<file path="config.mk">
export PLATFORM = sky130hd
export DESIGN_NAME = pipe_stage_reg
export DESIGN_NICKNAME = d
export VERILOG_FILES = /design/src/rtl/pipe_stage_pkg.sv /design/src/rtl/pipe_stage_slot.sv /design/src/rtl/pipe_stage_reg.sv
export SDC_FILE = /design/constraint.sdc
export NUM_CORES = 1
export LEC_CHECK = 0
export CAP_MARGIN = 5
export CORE_AREA = 2 2 121 123
export DETAILED_ROUTE_END_ITERATION = 8
export DIE_AREA = 0 0 123 125
export GPL_TIMING_DRIVEN = 0
export PLACE_DENSITY_LB_ADDON = 0.2
export SLEW_MARGIN = 20
export SYNTH_ARGS = -nofsm -noshare
export SYNTH_HDL_FRONTEND = slang
export SYNTH_SLANG_ARGS = --single-unit
export TNS_END_PERCENT = 1
</file>
<file path="constraint.sdc">
create_clock -name clk -period 3.24 [get_ports clk]
set_input_delay 0.486 -clock clk [delete_from_list [all_inputs] [get_ports clk]]
set_output_delay 0.486 -clock clk [all_outputs]
set_load 0.1 [all_outputs]
</file>
<file path="src/rtl/pipe_stage_pkg.sv">
// pipe_stage_pkg
//   Shared definitions for the generic ready/valid pipeline stage register.
//   - state_e : occupancy state of a stage (EMPTY / ONE / TWO)
//   - *_IDX   : default data-word positions inside an entry (IR, PC, r1, r2)
//   - *_BIT   : default control-bit positions inside an entry
//   - stage_full() : true when both slots are occupied
package pipe_stage_pkg;

  typedef enum logic [1:0] {
    ST_EMPTY = 2'd0,  // neither slot valid
    ST_ONE   = 2'd1,  // main valid
    ST_TWO   = 2'd2   // main and skid valid
  } state_e;

  // Default data-word indices: word k sits at bits [k*DATA_W +: DATA_W]
  localparam int IR_IDX = 0;
  localparam int PC_IDX = 1;
  localparam int R1_IDX = 2;
  localparam int R2_IDX = 3;

  // Default control-bit positions
  localparam int MW_BIT   = 0;
  localparam int RW_BIT   = 1;
  localparam int SB_BIT   = 2;
  localparam int SRAV_BIT = 3;
  localparam int JAL_BIT  = 4;
  localparam int RD_BIT   = 5;
  localparam int MTR_BIT  = 6;

  function automatic logic stage_full(input state_e s);
    return s == ST_TWO;
  endfunction

endpackage

</file>
<file path="src/rtl/pipe_stage_slot.sv">
// pipe_stage_slot
//   Clearable, loadable register holding one pipeline entry.
//   Ports:
//     clk  : clock, rising edge
//     clr  : synchronous clear to 0, wins over load
//     load : capture din on the next edge
//     din  : entry to capture (W bits)
//     dout : held entry (W bits)
module pipe_stage_slot #(
  parameter int W = 32
) (
  input  logic         clk,
  input  logic         clr,
  input  logic         load,
  input  logic [W-1:0] din,
  output logic [W-1:0] dout
);

  logic [W-1:0] dout_d, dout_q;

  always_comb begin
    dout_d = dout_q;
    if (clr)       dout_d = '0;
    else if (load) dout_d = din;
  end

  always_ff @(posedge clk) begin
    dout_q <= dout_d;
  end

  assign dout = dout_q;

endmodule

</file>
<file path="src/rtl/pipe_stage_reg.sv">
// pipe_stage_reg
//   Generic ready/valid stage register placed between CPU pipeline stages.
//   Each entry carries NUM_DATA words of DATA_W bits plus CTRL_W control bits.
//   Build option PIPE_STAGE_SKID_EN:
//     defined   : main + skid slot, in_ready is a flop (no path from out_ready)
//     undefined : main slot only, in_ready = ~out_valid | out_ready
//   Ports:
//     clk, rst         : clock; synchronous active-high reset
//     flush            : synchronous discard of held entries and same-cycle input
//     in_valid/in_ready: upstream handshake
//     in_data, in_ctrl : incoming entry (word k at [k*DATA_W +: DATA_W])
//     out_valid/out_ready: downstream handshake
//     out_data         : main slot data (holds last value when empty)
//     out_ctrl         : main slot control, forced to 0 when out_valid=0
module pipe_stage_reg
  import pipe_stage_pkg::*;
#(
  parameter int DATA_W   = 32,
  parameter int NUM_DATA = 4,
  parameter int CTRL_W   = 7
) (
  input  logic                       clk,
  input  logic                       rst,
  input  logic                       flush,
  input  logic                       in_valid,
  output logic                       in_ready,
  input  logic [NUM_DATA*DATA_W-1:0] in_data,
  input  logic [CTRL_W-1:0]          in_ctrl,
  output logic                       out_valid,
  input  logic                       out_ready,
  output logic [NUM_DATA*DATA_W-1:0] out_data,
  output logic [CTRL_W-1:0]          out_ctrl
);

  localparam int ENT_W = NUM_DATA*DATA_W + CTRL_W;

  state_e             state_d, state_q;
  logic               accept, pop, clr;
  logic               main_load;
  logic [ENT_W-1:0]   main_din, main_dout;

  // Slots are cleared by either reset or flush; rst additionally forces the
  // state flops below, so rst > flush > handshake falls out naturally.
  assign clr       = rst | flush;
  assign out_valid = (state_q != ST_EMPTY);
  assign pop       = out_valid & out_ready;
  assign accept    = in_valid & in_ready;

`ifdef PIPE_STAGE_SKID_EN

  logic             in_ready_d, in_ready_q;
  logic             skid_load;
  logic [ENT_W-1:0] skid_dout;

  always_comb begin
    state_d   = state_q;
    main_load = 1'b0;
    main_din  = {in_data, in_ctrl};
    skid_load = 1'b0;
    case (state_q)
      ST_EMPTY: begin
        if (accept) begin
          state_d   = ST_ONE;
          main_load = 1'b1;
        end
      end
      ST_ONE: begin
        if (accept && pop) begin
          main_load = 1'b1;
        end else if (accept) begin
          // Downstream stalled: park the new entry behind main
          state_d   = ST_TWO;
          skid_load = 1'b1;
        end else if (pop) begin
          state_d = ST_EMPTY;
        end
      end
      ST_TWO: begin
        // in_ready is low here, so only a pop can move us
        if (pop) begin
          state_d   = ST_ONE;
          main_load = 1'b1;
          main_din  = skid_dout;
        end
      end
      default: state_d = ST_EMPTY;
    endcase
    if (flush) state_d = ST_EMPTY;
    // Registered ready: computed from the next state, not from out_ready
    in_ready_d = ~stage_full(state_d);
  end

  always_ff @(posedge clk) begin
    if (rst) begin
      state_q    <= ST_EMPTY;
      in_ready_q <= 1'b1;
    end else begin
      state_q    <= state_d;
      in_ready_q <= in_ready_d;
    end
  end

  assign in_ready = in_ready_q;

  pipe_stage_slot #(.W(ENT_W)) u_skid (
    .clk  (clk),
    .clr  (clr),
    .load (skid_load),
    .din  ({in_data, in_ctrl}),
    .dout (skid_dout)
  );

`else

  always_comb begin
    state_d   = state_q;
    main_load = 1'b0;
    main_din  = {in_data, in_ctrl};
    case (state_q)
      ST_EMPTY: begin
        if (accept) begin
          state_d   = ST_ONE;
          main_load = 1'b1;
        end
      end
      ST_ONE: begin
        // accept here implies pop (in_ready needs out_ready when full)
        if (accept)   main_load = 1'b1;
        else if (pop) state_d   = ST_EMPTY;
      end
      default: state_d = ST_EMPTY;
    endcase
    if (flush) state_d = ST_EMPTY;
  end

  always_ff @(posedge clk) begin
    if (rst) state_q <= ST_EMPTY;
    else     state_q <= state_d;
  end

  assign in_ready = ~out_valid | out_ready;

`endif

  pipe_stage_slot #(.W(ENT_W)) u_main (
    .clk  (clk),
    .clr  (clr),
    .load (main_load),
    .din  (main_din),
    .dout (main_dout)
  );

  assign out_data = main_dout[ENT_W-1:CTRL_W];
  // Empty stage presents an all-zero control word, i.e. a NOP bubble
  assign out_ctrl = out_valid ? main_dout[CTRL_W-1:0] : '0;

endmodule

</file>
==> results.cfg, run 1 <==
[floorplanning]
start_util_pct = 43.5
core_um2 = 14200
die_h_um = 125
rows = 44
dieArea_um2 = 15400
io-pin-count = 277
die_w_um = 123

[place]
dp_hpwl_um = 13700
io_buffer_count = 276
gp_congestion = 0.788

[clocking]
cts_root_buf = clkbuf_16
cts.repair.resized = 1
clk_latency_ps = 410
cts_tree = done
cts_hold_buf = 0
htreeDepth = 4
clk_pin_slew_ps = 50
post_cts_buffers = 0
numCtsBuffers = 17
clock_sinks = 136
clock_path_buffers = 2

[yosys]
syn_nets = 895
yosys.cell_types.count = 16
avgSynthCellArea_um2 = 8.18
synth.cell_area_um2 = 6170
ys_ff_latch = 136
syn_inst = 755
yosysSeqAreaShare_pct = 44.1
yosysWarnings = 0

[layout]
num_antenna_cells = 0
regArea_um2 = 2720
area_delta_synth_final_pct = 56.9
fin_nets = 1190
fillers = 1214
layout-drive-gt1-share_pct = 17.0
multiInputGateArea_um2 = 2140

[routing]
viasPerCell = 4.94
first_pass_iters = 6
drt_iter0_drc = 380
avgRoutedWirePerCell_um = 14.9
vias = 6137
drc_errors = 0
wl_um = 18600
drtAntennaViolNets = 0

[critical_path]
r2r-start = state_q[0]
cp-start-kind = input pin
critPathArrivalTime_ps = 2480
required_ps = 2750
startpoint = out_ready
worstSetupEndpointType = primary output
path_class = input pin to primary output
critical_path.max_fanout = 10

[power_and_ir_drop]
clkPwrFrac_pct = 38.6
power.internal_uw = 3150
power_uw = 4460
p_leak_uw = 0.00363
switchingPower_uw = 1310
vdd_drop_max_mv = 0.272
power_frac_comb_pct = 21.9
seq_power_share_pct = 39.5
power_density_nw_per_um2 = 461
swShare_pct = 29.3

[sta]
timing.fmax_ghz = 0.337
maxSlewHeadroom_pct = 30.2
finalSetupViolations = 0
min_period_over_period_pct = 91.6
fin_tns_setup_ps = 0
worst_pin_slew_ps = 1040
hold_violations = 0
rsz0062_at_grt = false
min_period_ps = 2970
drv_slew = 0
fin_skew_ps = 2.97

[global_routing]
track_usage_pct = 23.6
grt_pass1_wl_um = 28500
grt_max_degree = 17
antenna_found_initial = 0
grt_pass1_vias = 5712
grt_overflow = 0

[worst_hold_path]
hp-start = u_main.dout[107]
worstHoldPathType = flip-flop to flip-flop

[run_status]
status = finished clean

[flow_run]
maxCapViolCount = 0
==> power by group through the flow <==
stage                     logic, µW  clock network (µW)  registers (µW)
after floorplan                 639                   0            1790
after global placement          976                   0            1790
after detailed placement        976                   0            1800
after CTS                       980                1750            1760
after global routing           1020                1840            1770
final                           978                1720            1760
==> critical path, cell delays in order <==
cell	delay, ps
clkdlybuf4s50_1	440
nand2b_1	110
buf_2	280
buf_2	270
dlygate4sd2_1	880
==> per-stage QoR <==
step	util (%)	std cells	setup slack (ps)	instance area [µm²]	hold WS (ps)
2_1_floorplan	-	755	879	6170	429
3_3_place_gp	64.5	1215	-13.4	9170	436
3_5_place_dp	64.5	1215	-17.9	9170	441
4_1_cts	68.2	1243	255	9680	449
5_1_grt	68.2	1243	191	9680	460
6_report	68.2	1243	271	9680	446
==> logic make-up (layout without fill, tap and decap cells) <==
| group | after synthesis | in the layout | share of synthesized area (%) |
|---|---|---|---|
| simple gates | 280 | 280 | 23.0 |
| buf+inv | 203 | 507 | 21.3 |
| compound gates | 136 | 136 | 11.6 |
| flops | 136 | 136 | 44.1 |
==> cell usage in the layout (no fill, tap or decap), types with 8 or more instances in the layout <==
master	Yosys	layout
clkdlybuf4s50_1	0	275
dfxtp_1	136	136
nand2_1	135	135
nand4_1	135	135
buf_4	130	130
o21ai_0	85	85
clkbuf_1	55	59
o21ai_1	41	41
clkbuf_16	0	17
buf_2	9	9
o21ai_2	9	9
and2_1	8	8
==> cells in the mapped netlist <==
master | n | area share, %
buf_6 | 7 | 1.3
buf_1 | 1 | 0.061
nor2_4 | 1 | 0.18
and2_1 | 8 | 0.81
nand4_1 | 135 | 14
clkbuf_1 | 55 | 3.3
o21ai_1 | 41 | 3.3
buf_2 | 9 | 0.73
o21ai_0 | 85 | 6.9
o21ai_2 | 9 | 1.3
buf_4 | 130 | 16
dfxtp_1 | 136 | 44
nand2b_1 | 1 | 0.10
inv_1 | 1 | 0.061
a21boi_0 | 1 | 0.12
nand2_1 | 135 | 8.2
==> metal layers <==
| metal | up-vias | track usage [%] | routed length, µm | part of all wire, % |
|---|---|---|---|---|
| met5 | - | 0 | 0 | 0 |
| met4 | 0 | 10.5 | 602 | 3.2 |
| met3 | 46 | 7.66 | 1640 | 8.8 |
| met2 | 231 | 37.2 | 8520 | 46 |
| met1 | 2769 | 29.1 | 7780 | 42 |
| li1 | 3091 | - | - | - |
==> worst paths after layout <==
| path | end | slack [ps] | cells after the start |
|---|---|---|---|
| setup / recovery | in_ready | 270 | 5 |
| hold / removal | u_main.dout[107] | 450 | 2 |
| setup reg to reg | u_main.dout[0] | 1680 | 5 |
| hold reg to reg | u_main.dout[107] | 450 | 2 |
==> layout make-up <==
class / count / area share, %
clock inverter: 5 / 0.517
multi-input combinational: 416 / 22.1
tap: 184 / 2.38
inverter: 1 / 0.0388
sequential: 136 / 28.1
clock buffer: 23 / 4.83
buffer: 202 / 13.5
timing repair buffer: 276 / 28.5
==> sequential cells by signal, summed over array words and instances (netlist names) <==
signal	count
state_q	1
u_main.dout	135
Power figures use the tool's default switching activity.
==> inputs of run 2 (changes only) <==
- CORE_AREA: 2 2 121 123 -> 2 2 118 120
- CTS_BUF_LIST: default -> sky130_fd_sc_hd__clkbuf_8
- DIE_AREA: 0 0 123 125 -> 0 0 120 122
- PLACE_DENSITY_LB_ADDON: 0.2 -> 0.25
==> results.cfg, run 2 (synthesis results as in run 1) <==
[run_status]
status = finished clean

[critical_path]
critPathMaxStageDelay_ps = 880
path_class = input pin to primary output
timing.critical_path.mode_cell = buf_2
worstSetupEndpointType = primary output
crit_chain = clkdlybuf4s50_1, nand2b_1, buf_2, buf_2, dlygate4sd2_1
required_ps = 2750
cp-start-kind = input pin
slowest_stage = dlygate4sd2_1
critPathArrivalTime_ps = 2480
critical_path.max_fanout = 10

[clocking]
htreeDepth = 4
numCtsBuffers = 17
cts_root_buf = clkbuf_8
clk_pin_slew_ps = 70
post_cts_buffers = 0
clk_latency_ps = 440
clock_path_buffers = 2
cts_tree = done
clock_sinks = 136

[flow_run]
maxCapViolCount = 0

[floorplanning]
dieArea_um2 = 14600
core_um2 = 13500
die_h_um = 122
die_w_um = 120
io-pin-count = 277
rows = 43
start_util_pct = 45.7

[global_routing]
antenna_found_initial = 0
grt_pass1_vias = 5980
track_usage_pct = 25.8
grt_overflow = 0
grt_pass1_wl_um = 29700
grt_max_degree = 17

[sta]
hold_violations = 0
fin_skew_ps = 7.34
finalSetupViolations = 0
rsz0062_at_grt = false
drv_slew = 0
min_period_ps = 2970
timing.fmax_ghz = 0.337
worst_pin_slew_ps = 1040
min_period_over_period_pct = 91.5
maxSlewHeadroom_pct = 30.4
fin_tns_setup_ps = 0
holdWs_ps = 447

[layout]
multiInputGateArea_um2 = 2140
regArea_um2 = 2720
fillers = 1101
num_antenna_cells = 0
final_cell_mix = clkdlybuf4s50_1, dfxtp_1, nand2_1, nand4_1, buf_4
layout-drive-gt1-share_pct = 17.3
area_delta_synth_final_pct = 55.2
fin_nets = 1190
largest_register_ffs = 135
final_common_cell = clkdlybuf4s50_1

[routing]
drtAntennaViolNets = 0
first_pass_iters = 5
viasPerCell = 5.02
wl_met2_um = 9040
vias = 6229
avgRoutedWirePerCell_um = 15.4
routed-wl-met3_um = 1420
wl_met1_um = 7760
dr.max_layer_used = met4
wl_um = 19100
drc_errors = 0
drt_iter0_drc = 358

[power_and_ir_drop]
p_leak_uw = 0.00360
power_density_nw_per_um2 = 442
vdd_drop_max_mv = 0.232
power_uw = 4230

[worst_hold_path]
worstHoldPathType = flip-flop to flip-flop

[place]
dp_hpwl_um = 14000
io_buffer_count = 276
gp_congestion = 0.840
==> run 2: changes by cell type in the layout (fill, tap and decap cells not counted) <==
cell	before	now
clkbuf_8	2	19
inv_1	1	4
clkbuf_1	59	55
clkinvlp_4	0	1
clkbuf_16	17	0
bufinv_16	1	4
==> run 2: through the flow <==
stage	setup WS (ps)	instances	area [µm²]	utilization, %
6_report	275	1242	9580	70.9
5_1_grt	194	1242	9580	70.9
4_1_cts	253	1242	9580	70.9
3_5_place_dp	-18.1	1211	9160	67.8
3_3_place_gp	-20.2	1211	9160	67.8
2_1_floorplan	879	755	6170	-
==> run 2: worst paths after layout <==
path                                 startpoint               to  slack (ps)  cells after the start
worst max register to register       state_q[0]  u_main.dout[78]        1660                      5
worst min-delay path            u_main.dout[80]  u_main.dout[80]         450                      2
worst max-delay path                  out_ready         in_ready         270                      5
worst min register to register  u_main.dout[80]  u_main.dout[80]         450                      2
==> run 2: area by class of cell <==
type / instances / share of cell area (%)
flip-flops and latches: 136 / 28.4
well taps: 180 / 2.35
clock buffers: 19 / 2.73
inverters: 1 / 0.0392
multi-input cells: 416 / 22.3
plain buffers: 202 / 13.7
repair buffers: 276 / 28.8
clock inverters: 12 / 1.66
==> run 2: worst max-delay path, delay by kind of cell <==
family | cells | cell delay, ps
buf+inv | 4 | 1870
simple gates | 1 | 120
==> run 2: repair_timing <==
item                       4_1_cts  5_1_grt
gates resized for setup          1        0
hold buffers                     0        0
setup endpoints to repair        1        0
==> run 2: layer usage <==
metal  vias up  track usage (%)
met5         -                0
met4         0             14.4
met3        55             7.77
met2       226             42.3
met1      2860             30.0
li1       3088                -
==> run 2: report_power, final <==
| group | internal, µW | switching (µW) |
|---|---|---|
| logic | 352 | 628 |
| registers | 1730 | 29.0 |
| clock network | 861 | 636 |
==> inputs of run 3 (changes only) <==
- CORE_AREA: 2 2 118 120 -> 3 3 119 121
- DIE_AREA: 0 0 120 122 -> 0 0 122 124
==> results.cfg, run 3 (synthesis results as in run 1) <==
[global_routing]
grt_overflow = 0
antenna_found_initial = 0
grt_max_degree = 17
grt_pass1_vias = 5941
grt_pass1_wl_um = 30100
track_usage_pct = 25.2

[sta]
hold_violations = 0
fin_skew_ps = 8.21
drv_slew = 0
maxSlewHeadroom_pct = 30.2
worst_pin_slew_ps = 1040
rsz0062_at_grt = false
finalSetupViolations = 0
timing.fmax_ghz = 0.336
holdWs_ps = 448
min_period_over_period_pct = 91.9
min_period_ps = 2980

[critical_path]
critical_path.max_fanout = 10
worst-path-buf-inv = 4
slowest_stage = dlygate4sd2_1
crit_chain = clkdlybuf4s50_1, nand2b_1, buf_2, buf_2, dlygate4sd2_1
critPathArrivalTime_ps = 2490
reg2reg_depth = 5
timing.critical_path.mode_cell = buf_2
cp.depth = 5
critPathMaxStageDelay_ps = 880
path_class = input pin to primary output
cp-start-kind = input pin
critical-path-top-delay-family = buffers and inverters
required_ps = 2750
worstSetupEndpointType = primary output

[routing]
drc_errors = 0
viasPerCell = 5.05
vias = 6255
wl_um = 19500
drtAntennaViolNets = 0
drt_iter0_drc = 394
avgRoutedWirePerCell_um = 15.8
first_pass_iters = 5

[place]
dp_hpwl_um = 14400
gp_congestion = 0.842
io_buffer_count = 276

[layout]
area_delta_synth_final_pct = 55.4
fin_nets = 1190
num_antenna_cells = 0
final_common_cell = clkdlybuf4s50_1
regArea_um2 = 2720
layout-drive-gt1-share_pct = 17.5
multiInputGateArea_um2 = 2140
fillers = 1042
largest_register_ffs = 135
final_cell_mix = clkdlybuf4s50_1, dfxtp_1, nand2_1, nand4_1, buf_4

[floorplanning]
core_um2 = 13200
start_util_pct = 46.8
rows = 42
io-pin-count = 277
dieArea_um2 = 15100
die_w_um = 122
die_h_um = 124

[clocking]
post_cts_buffers = 0
cts_tree = done
htreeDepth = 4
cts_root_buf = clkbuf_8
clock_sinks = 136
clk_pin_slew_ps = 70
numCtsBuffers = 17
clock_path_buffers = 2
clk_latency_ps = 430

[power_and_ir_drop]
power_uw = 4280
vdd_drop_max_mv = 0.347
p_leak_uw = 0.00360
power_density_nw_per_um2 = 446

[worst_hold_path]
worstHoldPathType = flip-flop to flip-flop
min_path_cells = 2

[run_status]
status = finished clean

[flow_run]
maxCapViolCount = 0
run 3: changes by cell type in the layout (fill, tap and decap cells not counted):
cell | before | now
clkinvlp_4 | 1 | 2
clkinv_4 | 0 | 3
inv_1 | 4 | 3
clkinv_2 | 4 | 2
run 3: metal layers:
metal | GRT usage [%] | wire length, µm | up-vias
met5 | 0 | 0 | -
met4 | 8.68 | 500 | 0
met3 | 7.81 | 1760 | 36
met2 | 43.2 | 9570 | 236
met1 | 30.1 | 7720 | 2887
li1 | - | - | 3096
run 3: report_power, final:
group	switching (µW)	internal (µW)	leakage [µW]	total, µW
logic	630	352	0.00227	982
clock network	665	875	0.000224	1540
registers	28.8	1730	0.00111	1760
total	1320	2950	0.00360	4280
run 3: per-stage QoR:
| step | setup TNS (ps) | instance area [µm²] | instances | util [%] | setup WS (ps) |
|---|---|---|---|---|---|
| 3_3_place_gp | -37.8 | 9160 | 1207 | 69.4 | -37.8 |
| 5_1_grt | 0 | 9590 | 1239 | 72.7 | 146 |
| 6_report | 0 | 9590 | 1239 | 72.7 | 264 |
| 3_5_place_dp | -19.4 | 9160 | 1207 | 69.4 | -19.4 |
| 2_1_floorplan | 0 | 6170 | 755 | - | 879 |
| 4_1_cts | 0 | 9590 | 1239 | 72.7 | 265 |
run 3: tightest hold or removal path, cell delays in order (launching register included):
cell	delay, ps
dfxtp_1	310
nand2_1	50
o21ai_1	50
run 3: area by class of cell:
type	count	share of cell area, %
inverter	1	0.0391
buffer	202	13.7
sequential	136	28.4
clock inverter	13	1.86
multi-input combinational	416	22.3
clock buffer	19	2.73
tap	176	2.30
timing repair buffer	276	28.8
run 3: final timing paths:
| kind | from | to | slack, ps |
|---|---|---|---|
| setup / recovery | out_ready | in_ready | 260 |
| hold / removal | u_main.dout[84] | u_main.dout[84] | 450 |
| setup reg to reg | state_q[0] | u_main.dout[133] | 1690 |
| hold reg to reg | u_main.dout[84] | u_main.dout[84] | 450 |
run 3: timing repair:
| action | CTS | global route |
|---|---|---|
| endpoints found under the setup margin | 1 | 0 |
| hold buffers | 0 | 0 |
| gates resized for setup | 1 | 0 |
